===== src/rtl/joypad_pkg.sv =====
// joypad_pkg
// Shared types and constants for the joypad poll scheduler.
//   pollState_e      : poll sequencer states
//   BTN_A..BTN_RIGHT : bit positions of each button in the button bytes
//   NUM_BUTTONS      : number of serial bits read from each pad
package joypad_pkg;

    typedef enum logic [2:0] {
        IDLE,
        LATCH,
        PULSE_HI,
        PULSE_LO,
        DONE
    } pollState_e;

    localparam int BTN_A      = 0;
    localparam int BTN_B      = 1;
    localparam int BTN_SELECT = 2;
    localparam int BTN_START  = 3;
    localparam int BTN_UP     = 4;
    localparam int BTN_DOWN   = 5;
    localparam int BTN_LEFT   = 6;
    localparam int BTN_RIGHT  = 7;

    localparam int NUM_BUTTONS = 8;

endpackage


===== src/rtl/pad_sync.sv =====
// pad_sync
// Two-flop synchronizer for one serial pad data line. Both flops reset to 1,
// which is the released (not pressed) level of the active-low pad data.
//   clk_i  : system clock
//   rst_ni : asynchronous active-low reset
//   d_i    : asynchronous pad data
//   q_o    : synchronized pad data
module pad_sync (
    input  logic clk_i,
    input  logic rst_ni,
    input  logic d_i,
    output logic q_o
);

    logic meta_q;
    logic sync_q;

    // Two-stage capture; the first stage may go metastable, the second resolves it
    always_ff @(posedge clk_i or negedge rst_ni) begin
        if (!rst_ni) begin
            meta_q <= 1'b1;
            sync_q <= 1'b1;
        end else begin
            meta_q <= d_i;
            sync_q <= meta_q;
        end
    end

    assign q_o = sync_q;

endmodule


===== src/rtl/joypad_poll_scheduler.sv =====
// joypad_poll_scheduler
// Reads two serial joypads (4021-style shift registers) through a shared latch
// and shift clock, on software request or periodically.
//   clk            : system clock
//   Reset          : asynchronous active-low reset
//   poll_req       : one-cycle software poll request
//   auto_en        : enables periodic polling every POLL_TICKS cycles
//   pad0_data      : serial data from connector 0, active-low
//   pad1_data      : serial data from connector 1, active-low
//   pad_latch      : shared latch to both pads
//   pad_clk        : shared shift clock, idle low
//   pad0_buttons   : connector 0 buttons, active-high, bit order A,B,Sel,Start,Up,Down,Left,Right
//   pad1_buttons   : connector 1 buttons (8'h00 when the second port is disabled)
//   busy           : high while a poll is in progress
//   valid          : one-cycle strobe when new button values are presented
// Configuration macro:
//   JOYPAD_PORT2_EN : when defined, connector 1 is synchronized and sampled;
//                     otherwise pad1_data is ignored and pad1_buttons is 8'h00.
module joypad_poll_scheduler
    import joypad_pkg::*;
#(
    parameter int LATCH_TICKS = 600,
    parameter int HALF_TICKS  = 300,
    parameter int POLL_TICKS  = 833333
) (
    input  logic       clk,
    input  logic       Reset,
    input  logic       poll_req,
    input  logic       auto_en,
    input  logic       pad0_data,
    input  logic       pad1_data,
    output logic       pad_latch,
    output logic       pad_clk,
    output logic [7:0] pad0_buttons,
    output logic [7:0] pad1_buttons,
    output logic       busy,
    output logic       valid
);

    localparam int TICK_MAX = (LATCH_TICKS > HALF_TICKS) ? LATCH_TICKS : HALF_TICKS;
    localparam int TICK_W   = $clog2(TICK_MAX);
    localparam int PER_W    = $clog2(POLL_TICKS);

    localparam logic [TICK_W-1:0] LATCH_LAST    = TICK_W'(LATCH_TICKS - 1);
    localparam logic [TICK_W-1:0] HALF_LAST     = TICK_W'(HALF_TICKS - 1);
    localparam logic [PER_W-1:0]  PERIOD_RELOAD = PER_W'(POLL_TICKS - 1);

    pollState_e        state_q;
    logic [TICK_W-1:0] tickCnt_q;
    logic [2:0]        bitIdx_q;
    logic              latch_q;
    logic              padClk_q;
    logic              busy_q;
    logic              valid_q;
    logic              pending_q;
    logic              pending_d;
    logic [PER_W-1:0]  periodCnt_q;
    logic [PER_W-1:0]  periodCnt_d;

    logic periodExpired;
    logic startPoll;
    logic latchDone;
    logic halfDone;
    logic sampleNow;
    logic sampleLast;

    logic       pad0Sync;
    logic [6:0] pad0Shift_q;
    logic [7:0] pad0Btn_q;

    pad_sync u_pad0Sync (
        .clk_i  (clk),
        .rst_ni (Reset),
        .d_i    (pad0_data),
        .q_o    (pad0Sync)
    );

    // Start sources are merged so that any combination in one cycle starts a
    // single poll; sources seen while busy collapse into one pending flag.
    always_comb begin
        periodExpired = auto_en && (periodCnt_q == '0);
        startPoll     = (state_q == IDLE) && (poll_req || pending_q || periodExpired);
        pending_d     = pending_q;
        if (startPoll) begin
            pending_d = 1'b0;
        end else if ((state_q != IDLE) && (poll_req || periodExpired)) begin
            pending_d = 1'b1;
        end
    end

    // Period counter is held at zero while disabled, so enabling auto mode
    // fires a poll right away and then every POLL_TICKS cycles.
    always_comb begin
        periodCnt_d = periodCnt_q;
        if (!auto_en) begin
            periodCnt_d = '0;
        end else if (periodExpired) begin
            periodCnt_d = PERIOD_RELOAD;
        end else begin
            periodCnt_d = periodCnt_q - PER_W'(1);
        end
    end

    // Bit 0 is taken at the end of the latch pulse, bits 1..7 at the end of the
    // low phase of each shift pulse, when the synchronized data has settled.
    assign latchDone  = (state_q == LATCH) && (tickCnt_q == LATCH_LAST);
    assign halfDone   = (tickCnt_q == HALF_LAST);
    assign sampleNow  = latchDone || ((state_q == PULSE_LO) && halfDone);
    assign sampleLast = (state_q == PULSE_LO) && halfDone && (bitIdx_q == 3'd7);

    // Poll sequencer with registered pad and status outputs
    always_ff @(posedge clk or negedge Reset) begin
        if (!Reset) begin
            state_q     <= IDLE;
            tickCnt_q   <= '0;
            bitIdx_q    <= '0;
            latch_q     <= 1'b0;
            padClk_q    <= 1'b0;
            busy_q      <= 1'b0;
            valid_q     <= 1'b0;
            pending_q   <= 1'b0;
            periodCnt_q <= '0;
        end else begin
            pending_q   <= pending_d;
            periodCnt_q <= periodCnt_d;
            valid_q     <= 1'b0;
            case (state_q)
                IDLE: begin
                    if (startPoll) begin
                        state_q   <= LATCH;
                        latch_q   <= 1'b1;
                        busy_q    <= 1'b1;
                        tickCnt_q <= '0;
                        bitIdx_q  <= '0;
                    end
                end
                LATCH: begin
                    if (latchDone) begin
                        state_q   <= PULSE_HI;
                        latch_q   <= 1'b0;
                        padClk_q  <= 1'b1;
                        tickCnt_q <= '0;
                        bitIdx_q  <= 3'd1;
                    end else begin
                        tickCnt_q <= tickCnt_q + TICK_W'(1);
                    end
                end
                PULSE_HI: begin
                    if (halfDone) begin
                        state_q   <= PULSE_LO;
                        padClk_q  <= 1'b0;
                        tickCnt_q <= '0;
                    end else begin
                        tickCnt_q <= tickCnt_q + TICK_W'(1);
                    end
                end
                PULSE_LO: begin
                    if (halfDone) begin
                        tickCnt_q <= '0;
                        if (bitIdx_q == 3'd7) begin
                            state_q <= DONE;
                            valid_q <= 1'b1;
                        end else begin
                            state_q  <= PULSE_HI;
                            padClk_q <= 1'b1;
                            bitIdx_q <= bitIdx_q + 3'd1;
                        end
                    end else begin
                        tickCnt_q <= tickCnt_q + TICK_W'(1);
                    end
                end
                DONE: begin
                    state_q <= IDLE;
                    busy_q  <= 1'b0;
                end
                default: begin
                    state_q  <= IDLE;
                    latch_q  <= 1'b0;
                    padClk_q <= 1'b0;
                    busy_q   <= 1'b0;
                end
            endcase
        end
    end

    // Bits enter at the top and move down, so after seven samples bit 0 sits in
    // position 0; the eighth sample goes straight into the output byte so both
    // pads' outputs change together with the valid strobe.
    always_ff @(posedge clk or negedge Reset) begin
        if (!Reset) begin
            pad0Shift_q <= '0;
            pad0Btn_q   <= '0;
        end else if (sampleNow) begin
            if (sampleLast) begin
                pad0Btn_q <= {~pad0Sync, pad0Shift_q};
            end else begin
                pad0Shift_q <= {~pad0Sync, pad0Shift_q[6:1]};
            end
        end
    end

`ifdef JOYPAD_PORT2_EN
    logic       pad1Sync;
    logic [6:0] pad1Shift_q;
    logic [7:0] pad1Btn_q;

    pad_sync u_pad1Sync (
        .clk_i  (clk),
        .rst_ni (Reset),
        .d_i    (pad1_data),
        .q_o    (pad1Sync)
    );

    // Second connector shifts in lockstep with the first
    always_ff @(posedge clk or negedge Reset) begin
        if (!Reset) begin
            pad1Shift_q <= '0;
            pad1Btn_q   <= '0;
        end else if (sampleNow) begin
            if (sampleLast) begin
                pad1Btn_q <= {~pad1Sync, pad1Shift_q};
            end else begin
                pad1Shift_q <= {~pad1Sync, pad1Shift_q[6:1]};
            end
        end
    end

    assign pad1_buttons = pad1Btn_q;
`else
    logic unusedPad1;

    assign unusedPad1   = pad1_data;
    assign pad1_buttons = 8'h00;
`endif

    assign pad_latch    = latch_q;
    assign pad_clk      = padClk_q;
    assign busy         = busy_q;
    assign valid        = valid_q;
    assign pad0_buttons = pad0Btn_q;

endmodule


===== config.mk =====
export PLATFORM = sky130hd
export DESIGN_NAME = joypad_poll_scheduler
export DESIGN_NICKNAME = d
export VERILOG_FILES = /design/src/rtl/joypad_pkg.sv /design/src/rtl/pad_sync.sv /design/src/rtl/joypad_poll_scheduler.sv
export SDC_FILE = /design/constraint.sdc
export NUM_CORES = 1
export LEC_CHECK = 0
export BUFFER_PORTS_ARGS = -buffer_cell sky130_fd_sc_hd__buf_2
export CAP_MARGIN = 20
export CORE_ASPECT_RATIO = 0.6
export CORE_MARGIN = 8
export CORE_UTILIZATION = 60
export CTS_CLUSTER_DIAMETER = 60
export DETAILED_ROUTE_END_ITERATION = 8
export MAX_ROUTING_LAYER = met4
export PLACE_DENSITY = 0.8
export SLEW_MARGIN = 40
export SYNTH_ARGS = -nofsm -noshare
export SYNTH_HDL_FRONTEND = slang
export SYNTH_HIERARCHICAL = 1
export SYNTH_SLANG_ARGS = --single-unit
export TNS_END_PERCENT = 5

===== constraint.sdc =====
create_clock -name clk -period 5.82 [get_ports clk]
set_clock_uncertainty 0.05 [all_clocks]
set_input_delay 0.873 -clock clk [delete_from_list [all_inputs] [get_ports clk]]
set_output_delay 0.873 -clock clk [all_outputs]
set_load 0.01 [all_outputs]

==> results of run 1 <==
path summary, 6_finish.rpt:
kind	startpoint	to	cells after the start
max in group asynchronous	Reset	bitIdx_q[1]$_DFFE_PN0P_	2
setup / recovery	periodCnt_q[10]$_DFF_PN0_	periodCnt_q[11]$_DFF_PN0_	5
min in group asynchronous	Reset	periodCnt_q[14]$_DFF_PN0_	2
hold / removal	u_pad0Sync/meta_q$_DFF_PN1_	u_pad0Sync/q_o$_DFF_PN1_	0
hold reg to reg	u_pad0Sync/meta_q$_DFF_PN1_	u_pad0Sync/q_o$_DFF_PN1_	0
setup reg to reg	periodCnt_q[10]$_DFF_PN0_	periodCnt_q[11]$_DFF_PN0_	5
routing by layer:
layer | part of all wire (%) | wire [µm]
met5 | 0 | 0
met4 | 0.67 | 40
met3 | 7.4 | 444
met2 | 45 | 2706
met1 | 47 | 2785
per-stage QoR:
| step | cells | instance area, µm² | util, % |
|---|---|---|---|
| after global placement | 341 | 2925 | 64.43 |
| after detailed placement | 341 | 2925 | 64.43 |
| after floorplan | 274 | 2846 | - |
| after global routing | 357 | 3152 | 69.41 |
| after CTS | 357 | 3152 | 69.41 |
| final | 357 | 3152 | 69.41 |
layout make-up:
class | count | area, µm² | share of cell area [%]
Clock buffer | 10 | 137.6 | 4.367
Clock inverter | 6 | 88.84 | 2.819
Inverter | 6 | 22.52 | 0.7146
Multi-Input combinational cell | 197 | 1282 | 40.69
Sequential cell | 58 | 1454 | 46.13
Tap cell | 63 | 78.83 | 2.501
Timing Repair Buffer | 17 | 87.58 | 2.779
sequential cells by signal, indices dropped and copies added (netlist names):
name,flops
periodCnt_q,20
tickCnt_q,10
pad0_buttons,8
pad0Shift_q,7
bitIdx_q,3
state_q,3
busy,1
pad_clk,1
pad_latch,1
pending_q,1
u_pad0Sync/meta_q,1
u_pad0Sync/q_o,1
valid,1
cell usage in the layout (no fill, tap or decap), drive strengths merged, types with 3 or more instances in the layout:
master,n
nand4,3
nand3,10
nand2b,4
a21oi,23
clkbuf,10
xor2,4
buf,17
conb,8
o21ai,15
dfrtp,56
nand2,18
nor2,27
mux2,15
ha,5
o31ai,4
and3,4
nor3,11
inv,7
o21a,3
xnor2,8
a31oi,5
cells by family after synthesis:
family	Yosys count	synth area share, %
AO/OA/AOI/OAI	61	13.49
XOR/XNOR	12	3.727
adder cells (fa/ha/maj)	5	2.218
buffers and inverters	19	3.904
flip-flops	58	51.55
multiplexers	16	7.276
other	1	0.1330
AND/OR/NAND/NOR	95	17.70
power by group through the flow:
stage	sequential [µW]	clock [µW]	combinational [µW]
5_1_grt	537	443	435
6_report	529	420	391
3_5_place_dp	532	0	376
3_3_place_gp	527	0	354
2_1_floorplan	517	0	302
4_1_cts	527	425	388
==> flow_metrics.tcl, run 1 <==
set metrics [dict create \
    status "finished, final reports clean" \
    dpl.hpwl_um 4042 \
    pre_cts_ws_ps 2924 \
    busiest_layer "met2" \
    vias_per_cell 5.840 \
    cpPeakStageDelay_ps 700 \
    hold_path_class "reg2reg" \
    synthCells 267 \
    grt_max_degree 59 \
    yosys_warnings 6 \
    routedWlPerCell_um 16.74 \
    initial_core_util_pct 62.11 \
    async_flop_share_pct 100.0 \
    die_y_um 69.11 \
    drtIter0Drc 145 \
    crit_chain "nor3_1 > nand4_1 > nand4b_1 > nand2_2 > nor2_1" \
    use_met1_pct 21.65 \
    cts_buffer_depth 2 \
    syn2layout_area_growth_pct 11.76 \
    finalCritPeriodShare_pct 48.44 \
    drv_slew 0 \
    finalPower_uw 1341 \
    synthesis.area_mm2 0.002820 \
    switchingPower_uw 478.0 \
    gp_routability_congestion 0.8228 \
    tns_ps 0 \
    maxCapViolations 0 \
    ctsResizeCount 0 \
    num_antenna_cells 0 \
    synth_cell_types 55 \
    fin_ws_ps 3001 \
    vias 2085 \
    power_frac_seq_pct 39.4 \
    io_pins 26 \
    tightestPinTransition_ps 823.3 \
    clkPwrFrac_pct 31.4 \
    synth_edf_count 0 \
    final_hold_viol_count 0 \
    wl_um 5977 \
    ys_seq_elements 58 \
    fmax_ghz 0.3547 \
    grt_pass1_vias 2080 \
    synth_top_area_cell "dfrtp_1" \
    cp.arrival_ps 2990 \
    critPathLaunchType "register" \
    cts.sinks 58 \
    slew_headroom_pct 44.69 \
    ir_worst_vdd_uv 261.4 \
    fillerInstances 338 \
    fin_hold_ws_ps 308.1 \
    worstSetupEndpointType "register" \
    core_area_mm2 0.004541 \
    cts_root_buf "clkbuf_8" \
    cp_num_buf_inv 0 \
    io_buffer_count 16 \
    critical-path-slowest-cell "nor3_1" \
    antenna_found_initial 0 \
    leakage_uw 0.001527 \
    syn_area_per_cell_um2 10.56 \
    crit_family "simple AND/OR/NAND/NOR gates" \
    htreeDepth 3 \
    crit_type "reg2reg" \
    power_frac_comb_pct 29.2 \
    nets 300 \
    seq_area_frac_synth_pct 51.55 \
    yosysMostFrequentCell "dfrtp_1" \
    cts_tree "built" \
    finalCriticalPeriod_ps 2819 \
    grt_use_met3_pct 7.514 \
    synth.top_cells.by_count "dfrtp_1, nor2_1, a21oi_1, nand2_1, o21ai_0" \
    clock_latency_ps 340 \
    cts-buffers-inserted 9 \
    cts_hold_buf 0 \
    gr-usage-met2_pct 25.90 \
    dieArea_mm2 0.007222 \
    worstPathMaxFanout 9 \
    rsz0062_at_grt "false" \
    drc 0 \
    reg2reg_setup_slack_ps 3000 \
    drive_gt1_share_pct 20.41 \
    p_sw_share_pct 35.65 \
    post_cts_buffers 0 \
    rows 19 \
    firstDrtPassIters 5 \
    ant_nets 0 \
    track_usage_pct 17.70 \
    synth_top_area_share_pct 49.69 \
    cp.required_ps 5990 \
    cellPowerDensity_mw_per_mm2 425.4 \
    setup_viol 0 \
    synthTopCellsByArea "dfrtp_1, a21oi_1, mux2_4" \
    path_clk_slew_ps 70 \
    intPower_uw 862.7 \
    grt_pass1_wl_um 10070 \
    synth_flop_cell "dfrtp_1" \
    die_w_um 104.5 \
    grt_overflow 0 \
]
(Power assumes the default switching activity.)
==> inputs of run 2 (changes only) <==
- ABC_AREA: unset -> 1
- CORE_UTILIZATION: 60 -> 59
- PLACE_DENSITY: 0.8 -> 0.79
- clock period: 5.82 -> 2.78 ns (I/O delays scaled with it)
==> flow_metrics.tcl, run 2 <==
set metrics [dict create \
    finalCriticalPeriod_ps 2019 \
    post_cts_buffers 0 \
    worstRegToRegCells 10 \
    die_y_um 72.02 \
    fin_ws_ps 761.2 \
    core_area_mm2 0.005055 \
    rows 20 \
    cellPowerDensity_mw_per_mm2 808.9 \
    leakage_uw 0.001898 \
    die_w_um 109.4 \
    clock_latency_ps 340 \
    pre_cts_ws_ps 799.2 \
    io_pins 26 \
    worstPathMaxFanout 11 \
    ctsResizeCount 0 \
    rr_endpoint "pad0Shift_q[3]$_DFFE_PN0P_" \
    ys_seq_elements 58 \
    nets 432 \
    grt_pass1_vias 2375 \
    largest-register "periodCnt_q" \
    synth_flop_cell "dfrtp_1" \
    tns_ps 0 \
    fmax_ghz 0.4953 \
    final_cell_mix "nand2_1, dfrtp_1, nor2_1" \
    synth.top_cells.by_count "nand2_1, dfrtp_1, nor2_1, inv_1, nand3_1" \
    yosysMostFrequentCell "nand2_1" \
    cp.arrival_ps 2200 \
    maxCapViolations 0 \
    crit_type "reg2reg" \
    synth_top_area_cell "dfrtp_1" \
    synth_cell_types 32 \
    largest_register_ffs 20 \
    worstHoldStart "pad0_data" \
    hold_path_class "in2reg" \
    worstSetupEndpointType "register" \
    critPathLaunchType "register" \
    cts_tree "built" \
    path_clk_slew_ps 70 \
    firstDrtPassIters 5 \
    status "finished, final reports clean" \
    grt_max_degree 33 \
    htreeDepth 3 \
    cts-buffers-inserted 9 \
    synth_edf_count 0 \
    drc 0 \
    cts_buffer_depth 2 \
    grt_overflow 0 \
    worstHoldPathCells 1 \
    synthesis.area_mm2 0.003085 \
    synthCells 397 \
    final_hold_viol_count 0 \
    io_buffer_count 16 \
    drtIter0Drc 152 \
    layout_commonest_cell "nand2_1" \
    num_antenna_cells 0 \
    vias 2592 \
    setup_viol 0 \
    track_usage_pct 18.25 \
    grt_pass1_wl_um 11180 \
    wl_um 6547 \
    seq_area_frac_synth_pct 47.12 \
    yosys_warnings 6 \
    drive_gt1_share_pct 15.26 \
    routedWlPerCell_um 13.31 \
    fillerInstances 418 \
    syn2layout_area_growth_pct 11.11 \
    cp.required_ps 2970 \
    antenna_found_initial 0 \
    ir_worst_vdd_uv 362.4 \
    dpl.hpwl_um 4582 \
    gp_routability_congestion 0.9161 \
    reg2reg_setup_slack_ps 760 \
    ant_nets 0 \
    dieArea_mm2 0.007876 \
    syn_area_per_cell_um2 7.772 \
    cts_root_buf "clkbuf_8" \
    vias_per_cell 5.268 \
    cts.sinks 58 \
    synth_top_area_share_pct 45.42 \
    finalCritPeriodShare_pct 72.62 \
    drv_slew 0 \
    rsz0062_at_grt "false" \
    hold_end "u_pad0Sync/meta_q$_DFF_PN1_" \
    initial_core_util_pct 61.04 \
    worstReg2RegStart "tickCnt_q[0]$_DFFE_PN0P_" \
    synthTopCellsByArea "dfrtp_1, nand2_1, nor2_1" \
    async_flop_share_pct 100.0 \
]
==> run 2: cell count changes in the layout (fill, tap and decap cells not counted), sizes merged, moves of 10 or more <==
cell | before | now
nand2 | 18 | 139
nor2 | 27 | 64
inv | 7 | 38
nand3 | 10 | 32
a21oi | 23 | 8
mux2 | 15 | 0
nor3 | 11 | 1
==> run 2: cells by family after synthesis <==
| kind of cell | synth area share (%) |
|---|---|
| buf+inv | 7.948 |
| simple gates | 36.25 |
| other cells | 0.1215 |
| compound gates | 3.974 |
| xor+xnor | 2.555 |
| fa+ha+maj | 2.028 |
| flops | 47.12 |
==> run 2: metrics by stage <==
step	utilization (%)	instance area, µm²	cells	hold slack [ps]	power (µW)
floorplan	-	3112	404	71.41	1699
global placement	63.14	3192	475	257.0	1842
detailed placement	63.14	3192	475	264.6	1869
CTS	67.82	3428	492	107.6	2771
global route	67.82	3428	492	105.8	2936
finish	67.82	3428	492	125.5	2773
==> run 2: worst max-delay path: stages, from the launching register on <==
cell,delay [ps]
dfrtp_1,480
ha_1,270
nand2_2,100
nor2_1,120
nand3_1,130
nand2_2,140
nand2_4,130
nor2_4,230
nand2_4,120
nand2_1,80
nand2_1,50
==> run 2: repair_timing <==
item,4_1_cts,5_1_grt
hold buffers,1,0
endpoints found under the setup margin,0,0
endpoints found under the hold margin,9,0
==> run 2: worst max-delay path by stage <==
stage / start / endpoint / slack [ps] / cells after the start
detailed placement: tickCnt_q[0]$_DFFE_PN0P_ / pad0Shift_q[3]$_DFFE_PN0P_ / 800 / 10
finish: tickCnt_q[0]$_DFFE_PN0P_ / pad0Shift_q[3]$_DFFE_PN0P_ / 760 / 10
global placement: tickCnt_q[0]$_DFFE_PN0P_ / pad0Shift_q[2]$_DFFE_PN0P_ / 890 / 10
global route: tickCnt_q[0]$_DFFE_PN0P_ / pad0Shift_q[3]$_DFFE_PN0P_ / 630 / 10
floorplan: tickCnt_q[0]$_DFFE_PN0P_ / pad0Shift_q[1]$_DFFE_PN0P_ / 1190 / 10
CTS: tickCnt_q[0]$_DFFE_PN0P_ / pad0Shift_q[3]$_DFFE_PN0P_ / 780 / 10
==> run 2: cell type report <==
| cell class | count | area (µm²) | area share (%) |
|---|---|---|---|
| repair buffers | 19 | 105.1 | 3.066 |
| flip-flops and latches | 58 | 1454 | 42.41 |
| clock inverters | 6 | 88.84 | 2.591 |
| well taps | 66 | 82.58 | 2.409 |
| inverters | 38 | 147.6 | 4.307 |
| clock buffers | 10 | 137.6 | 4.015 |
| multi-input cells | 295 | 1413 | 41.20 |
==> run 2: metal layers <==
metal | up-vias | GRT usage (%) | wire length (µm)
met4 | 0 | 5.804 | 104
met5 | - | - | 0
li1 | 1285 | - | -
met3 | 18 | 5.747 | 477
met1 | 1197 | 24.58 | 3161
met2 | 92 | 25.50 | 2804
==> run 2: report_power, final <==
part | internal, µW | total [µW] | switching (µW)
registers | 942 | 1040 | 95.3
logic | 293 | 849 | 556
clock network | 530 | 886 | 356
total | 1770 | 2770 | 1010
==> inputs of run 3 (changes only) <==
- clock period: 2.78 -> 1.9 ns (I/O delays scaled with it)
==> flow_metrics.tcl, run 3 (synthesized netlist as in run 2, its figures left out) <==
set metrics [dict create \
    grt_overflow 0 \
    fin_util_pct 68.96 \
    routedWlPerCell_um 12.46 \
    crit_type "reg2reg" \
    dieArea_mm2 0.007876 \
    dpl_cell_area_mm2 0.003234 \
    htreeDepth 3 \
    finalCriticalPeriod_ps 1788 \
    hold_path_class "in2reg" \
    crit_start "tickCnt_q[1]$_DFFE_PN0P_" \
    clock_latency_ps 340 \
    final_hold_viol_count 0 \
    ant_nets 0 \
    path_clk_slew_ps 70 \
    drive_gt1_share_pct 17.43 \
    final_cell_mix "nand2_1, dfrtp_1, nor2_1" \
    io_pins 26 \
    setup_viol 0 \
    io_buffer_count 16 \
    fin_ws_ps 112.3 \
    core_area_mm2 0.005055 \
    dpl.hpwl_um 4573 \
    cts_buffer_depth 2 \
    cp.arrival_ps 1970 \
    gp_routability_congestion 0.8762 \
    track_usage_pct 17.44 \
    die_w_um 109.4 \
    finalCritPeriodShare_pct 94.09 \
    fmax_ghz 0.5594 \
    layout_commonest_cell "nand2_1" \
    rows 20 \
    reg2reg_setup_slack_ps 110 \
    largest-register "periodCnt_q" \
    cellPowerDensity_mw_per_mm2 1089 \
    worstReg2RegStart "tickCnt_q[1]$_DFFE_PN0P_" \
    finalPower_uw 3795 \
    wl_um 6254 \
    grt_pass1_wl_um 10610 \
    leakage_uw 0.001921 \
    syn2layout_area_growth_pct 12.98 \
    status "finished, final reports clean" \
    drtIter0Drc 139 \
    largest_register_ffs 20 \
    critPathLaunchType "register" \
    worstPathMaxFanout 8 \
    maxCapViolations 0 \
    initial_core_util_pct 61.04 \
    pre_cts_ws_ps 75.95 \
    drv_slew 0 \
    worstHoldStart "auto_en" \
    cts_tree "built" \
    drc 0 \
    cts.sinks 58 \
    antenna_found_initial 0 \
    nets 442 \
    worstSetupEndpointType "register" \
    ir_worst_vdd_uv 532.1 \
    rsz0062_at_grt "true" \
    grt_max_degree 42 \
    firstDrtPassIters 4 \
    final_cell_area_mm2 0.003486 \
    num_antenna_cells 0 \
    vias 2524 \
    vias_per_cell 5.028 \
    cp.required_ps 2080 \
    grt_pass1_vias 2316 \
    cts-buffers-inserted 9 \
    die_y_um 72.02 \
    fin_hold_ws_ps 219.2 \
    cts_root_buf "clkbuf_8" \
]
==> run 3: changes by cell type in the layout (fill, tap and decap cells not counted), sizes merged <==
cell	delta
buf	+9
bufinv	-2
clkinv	+1
clkinvlp	+1
dlygate4sd3	+1
==> run 3: worst max-delay path: stages (launching register included) <==
cell	delay (ps)
dfrtp_1	410
ha_4	170
nand2_2	60
nor2_1	110
nand3_1	120
nand2_2	150
nand2_4	110
nor2_4	230
nand2_4	110
nand2_1	90
nand2_1	60
==> run 3: report_power, final <==
group          switching [µW]  internal (µW)  total [µW]
clock                     508            507        1010
combinational             788            478        1270
sequential                135           1380        1510
total                    1430           2360        3800
==> run 3: worst paths after layout <==
check,to,depth (start not counted)
worst max-delay path,pad0Shift_q[3]$_DFFE_PN0P_,10
worst min-delay path,periodCnt_q[15]$_DFF_PN0_,3
worst max register to register,pad0Shift_q[3]$_DFFE_PN0P_,10
worst min register to register,u_pad0Sync/q_o$_DFF_PN1_,0
max in group asynchronous,u_pad0Sync/meta_q$_DFF_PN1_,3
min in group asynchronous,periodCnt_q[18]$_DFF_PN0_,2
==> run 3: through the flow <==
stage	TNS (ps)	instances
CTS	0	497
detailed placement	0	479
global route	-31.48	502
floorplan	0	404
finish	0	502
global placement	0	479
==> run 3: layout make-up <==
type | count | area, µm²
Fill cell | 408 | 1569
Tap cell | 66 | 82.58
Clock inverter | 6 | 41.29
Multi-Input combinational cell | 295 | 1428
Inverter | 38 | 147.6
Clock buffer | 10 | 137.6
Timing Repair Buffer | 29 | 195.2
Sequential cell | 58 | 1454
==> run 3: per-layer routing <==
| metal | GRT usage, % | part of all wire (%) |
|---|---|---|
| met1 | 23.84 | 50 |
| met2 | 23.90 | 43 |
| met3 | 5.482 | 6.7 |
| met4 | 5.655 | 0.67 |
| met5 | - | 0 |
==> run 3: repair_timing <==
item | CTS | global route
hold buffers | 2 | 0
setup endpoints to repair | 0 | 16
setup buffers | 0 | 5
hold endpoints to repair | 18 | 0
resized for setup | 0 | 3
